==> config.mk <==
export PLATFORM = sky130hd
export DESIGN_NAME = serial_subtractor
export DESIGN_NICKNAME = d
export VERILOG_FILES = /design/src/rtl/serial_subtractor.sv
export SDC_FILE = /design/constraint.sdc
export NUM_CORES = 1
export LEC_CHECK = 0
export CAP_MARGIN = 10
export CORE_MARGIN = 2
export CORE_UTILIZATION = 46
export DETAILED_ROUTE_END_ITERATION = 12
export GPL_ROUTABILITY_DRIVEN = 0
export GPL_TIMING_DRIVEN = 1
export PLACE_DENSITY = 0.71
export SLEW_MARGIN = 20
export SYNTH_ARGS = -nofsm -noshare
export SYNTH_HDL_FRONTEND = slang
export SYNTH_SLANG_ARGS = --single-unit
==> constraint.sdc <==
create_clock -name clk -period 1.5 [get_ports clk]
set_input_delay 0.3 -clock clk [delete_from_list [all_inputs] [get_ports clk]]
set_output_delay 0.3 -clock clk [all_outputs]
set_load 0.01 [all_outputs]
==> src/rtl/serial_subtractor.sv <==
// Bit-serial unsigned subtractor: diff = a - b computed LSB first, one bit per clock,
// behind a start/busy/done handshake. Each slice is two cascaded half-subtractors.

module serial_subtractor_hs (
    input  logic x_i,
    input  logic y_i,
    output logic d_o,
    output logic bo_o
);
    assign d_o  = x_i ^ y_i;
    assign bo_o = ~x_i & y_i;
endmodule

module serial_subtractor #(
    parameter int WIDTH = 4
) (
    input  logic             clk,
    input  logic             rst,
    input  logic             start,
    input  logic [WIDTH-1:0] a,
    input  logic [WIDTH-1:0] b,
    output logic             busy,
    output logic             done,
    output logic [WIDTH-1:0] diff,
    output logic             borrow
);
    localparam int CW = $clog2(WIDTH + 1);

    typedef enum logic [1:0] {IDLE, SHIFT, DONE} state_t;

    state_t           state_q, state_d;
    logic [WIDTH-1:0] ra_q, ra_d, rb_q, rb_d;
    logic [WIDTH-1:0] diff_q, diff_d;
    logic             bf_q, bf_d, borrow_q, borrow_d;
    logic [CW-1:0]    cnt_q, cnt_d;
    logic             d1, b1, d_bit, b2, bo_bit;
    logic [WIDTH-1:0] res_nx;

    serial_subtractor_hs u_hs0 (.x_i(ra_q[0]), .y_i(rb_q[0]), .d_o(d1),    .bo_o(b1));
    serial_subtractor_hs u_hs1 (.x_i(d1),      .y_i(bf_q),    .d_o(d_bit), .bo_o(b2));
    assign bo_bit = b1 | b2;

    // The result register only needs the WIDTH-1 bits already produced; the
    // final bit is merged straight into diff on the last shift edge.
    generate
        if (WIDTH == 1) begin : g_w1
            assign res_nx = d_bit;
        end else begin : g_wn
            logic [WIDTH-2:0] res_q;
            always_ff @(posedge clk or posedge rst) begin
                if (rst)                           res_q <= '0;
                else if (state_q == IDLE && start) res_q <= '0;
                else if (state_q == SHIFT)         res_q <= res_nx[WIDTH-1:1];
            end
            assign res_nx = {d_bit, res_q};
        end
    endgenerate

    always_ff @(posedge clk or posedge rst) begin
        if (rst) begin
            state_q  <= IDLE;
            ra_q     <= '0;
            rb_q     <= '0;
            bf_q     <= 1'b0;
            cnt_q    <= '0;
            diff_q   <= '0;
            borrow_q <= 1'b0;
        end else begin
            state_q  <= state_d;
            ra_q     <= ra_d;
            rb_q     <= rb_d;
            bf_q     <= bf_d;
            cnt_q    <= cnt_d;
            diff_q   <= diff_d;
            borrow_q <= borrow_d;
        end
    end

    always_comb begin
        state_d  = state_q;
        ra_d     = ra_q;
        rb_d     = rb_q;
        bf_d     = bf_q;
        cnt_d    = cnt_q;
        diff_d   = diff_q;
        borrow_d = borrow_q;
        case (state_q)
            IDLE: begin
                if (start) begin
                    ra_d    = a;
                    rb_d    = b;
                    bf_d    = 1'b0;
                    cnt_d   = '0;
                    state_d = SHIFT;
                end
            end
            SHIFT: begin
                ra_d  = ra_q >> 1;
                rb_d  = rb_q >> 1;
                bf_d  = bo_bit;
                cnt_d = cnt_q + CW'(1);
                if (cnt_q == CW'(WIDTH - 1)) begin
                    state_d  = DONE;
                    diff_d   = res_nx;
                    borrow_d = bo_bit;
                end
            end
            DONE:    state_d = IDLE;
            default: state_d = IDLE;
        endcase
    end

    assign busy   = (state_q != IDLE);
    assign done   = (state_q == DONE);
    assign diff   = diff_q;
    assign borrow = borrow_q;
endmodule
==> metrics.txt <==
Syn Area/Cell ~13 um^2; Hold Crit Class in2async; Critical Path Source state_q[1]; Total GRT Usage 0.166; PwrDens 2030 mW/mm^2; worst rel slew slack 0.720; Post-synth EDFFs 0; Setup CP Type reg2out; DP Wirelength roughly 1400 um; stages on the worst setup path 3; CP max-delay cell dfrtp_1; worst reg-to-reg path cell count 4; H-tree levels 1; Worst-Skew Late Latency 300 ps; Die Y 52.6 um; Hold Vio Cnt, Final 0; FP Rows 17; Seq/Total Area, Yosys 0.507; CTS sink count 22; Residual DRC 0; share of cells above drive strength 1 0.271; flops & latches, synth 22; sequential cell area approximately 550 um^2; vias per inst 5.43; Post-Route WL 1890 um; n_diodes 0; Tmin final 1440 ps; Setup TNS 0 ps; routed len/inst between 10 and 15 um; vias 733; worst-path cell chain buf_4, nor2b_1, buf_2; dominant synthesized flop cell dfrtp_1; Unique masters post-synth 25; worst vdd ir 1.06 mV; Ys Warns 0; R2R Setup Slk 60 ps; crit path launch type register; iteration count of the initial detailed-routing pass 4; Clk Tree Root Cell clkbuf_4; die area 0.00276 mm^2; Mapped Nets 97; CP Data Required Time ~1200 ps; Worst Path Max Fanout 2; outcome finished clean; Antenna Nets Post-Route 0; Mapped Area 0.00108 mm^2; RSZ-0062 raised after global routing true; async set-reset flop share out of synthesis 1.00; final setup fails 0; I/O pin cnt 18; commonest cells after routing, fill and taps aside dfrtp_1 (22), inv_1 (12), clkdlybuf4s50_1 (10); Slew @ Worst Pin a little over 400 ps; reg2reg start state_q[1]; cts bufs inserted 3; Multi-input gate area 465 um^2; 1st-iter DRT viols 4; Setup WS post-layout 57.7 ps; commonest non-fill, non-tap cell in the layout dfrtp_1; first-pass GRT wire length 3310 um; number of global-route vias before repair 766; Final Max Tran Viols 0; pin count of the biggest net entering global routing 23; Max-Cap Viols 0; final net count about 120; grt ovf 0; I/O Buffers 17; Core Footprint 0.00221 mm^2; Fill cells 185; Pleak roughly 0.00066 uW; clock-pin slew on the worst setup and hold paths 120 ps; antenna violations before repair 0; Max Freq 693 MHz; reg2reg end diff[2]; Cells after Synth 83; CTS tree yes; crit share post-route 0.962; CP Capture Type output port; Initial Utilization 0.490; Critical Path Sink done; CP top delay family flip-flops; crit path buf inv count 2; dpl ws -103 ps; clk buf depth 2; Die Wd ~53 um; Layout area overhead 25.3%; CP max stage delay 430 ps; Worst Skew 4.25 ps; Critical Path AT 1140 ps
power breakdown:
group / total (uW) / switching, uW / internal, uW / leakage (uW)
clock network: 447 / 177 / 270 / 0.0000279
registers: 1030 / 162 / 864 / 0.000272
logic: 1280 / 599 / 682 / 0.000365
how the worst min path moves through the flow:
stage | start | end
3_5_place_dp | bf_q | bf_q
5_1_grt | rst | g_wn.res_q[2]
6_report | rst | g_wn.res_q[2]
2_1_floorplan | rst | bf_q
4_1_cts | rst | g_wn.res_q[2]
3_3_place_gp | bf_q | bf_q
logic make-up after synthesis:
logic type,after synthesis,synth area share
DFF,22,0.507
buffers and inverters,17,0.0876
adders and majority gates,3,0.0415
and+or+nand+nor,19,0.144
AOI/OAI and AO/OA,16,0.144
muxes,6,0.0750
cell usage after synthesis, types with 3 or more instances:
cell       n  share of area
dfrtp_1   22           0.51
inv_1     12          0.042
nor2_1     5          0.017
a221oi_1   4          0.032
a22o_1     4          0.032
buf_6      4          0.042
mux2_4     4          0.055
nor4b_1    4          0.032
nand2b_1   3          0.017
flip-flops by register name (all words and copies together) (netlist names):
name / cells
diff: 4
ra_q: 4
rb_q: 4
cnt_q: 3
g_wn.res_q: 3
state_q: 2
bf_q: 1
borrow: 1
layer usage:
metal,wire [um],global-route usage,vias up
met5,0,0,-
met1,868,0.190,367
li1,-,-,348
met4,12,0.0641,0
met3,78,0.0343,2
met2,934,0.300,16
timing repair:
action | in CTS | in global routing
hold endpoints to repair | 0 | 0
buffers inserted | 1 | 1
setup endpoints to repair | 6 | 7
gates cloned | 0 | 1
resized for setup | 10 | 5
pin swaps | 0 | 1
hold buffers | 0 | 0
worst reg2reg max path, delay by kind of cell, from the launching register on:
family / cells / cell delay, ps
buffers and inverters: 2 / 340
DFF: 1 / 430
and+or+nand+nor: 1 / 240
muxes: 1 / 330
stage by stage:
step                      instances  area [um^2]  utilization  total power [uW]  hold slack, ps
after CTS                       133         1330        0.601              2710             319
after global routing            135         1360        0.614              2980             331
after floorplan                  83         1080            -              1950             289
after global placement          128         1280        0.577              2250             474
after detailed placement        128         1280        0.577              2300             476
final                           135         1360        0.614              2750             314
final cells by class:
type,instances,share of cell area
Clock buffer,3,0.0166
Tap cell,28,0.0258
Multi-Input combinational cell,45,0.343
Clock inverter,1,0.0221
Inverter,12,0.0331
Sequential cell,22,0.405
Timing Repair Buffer,24,0.155
No activity file was read; power rests on OpenSTA's default activity.
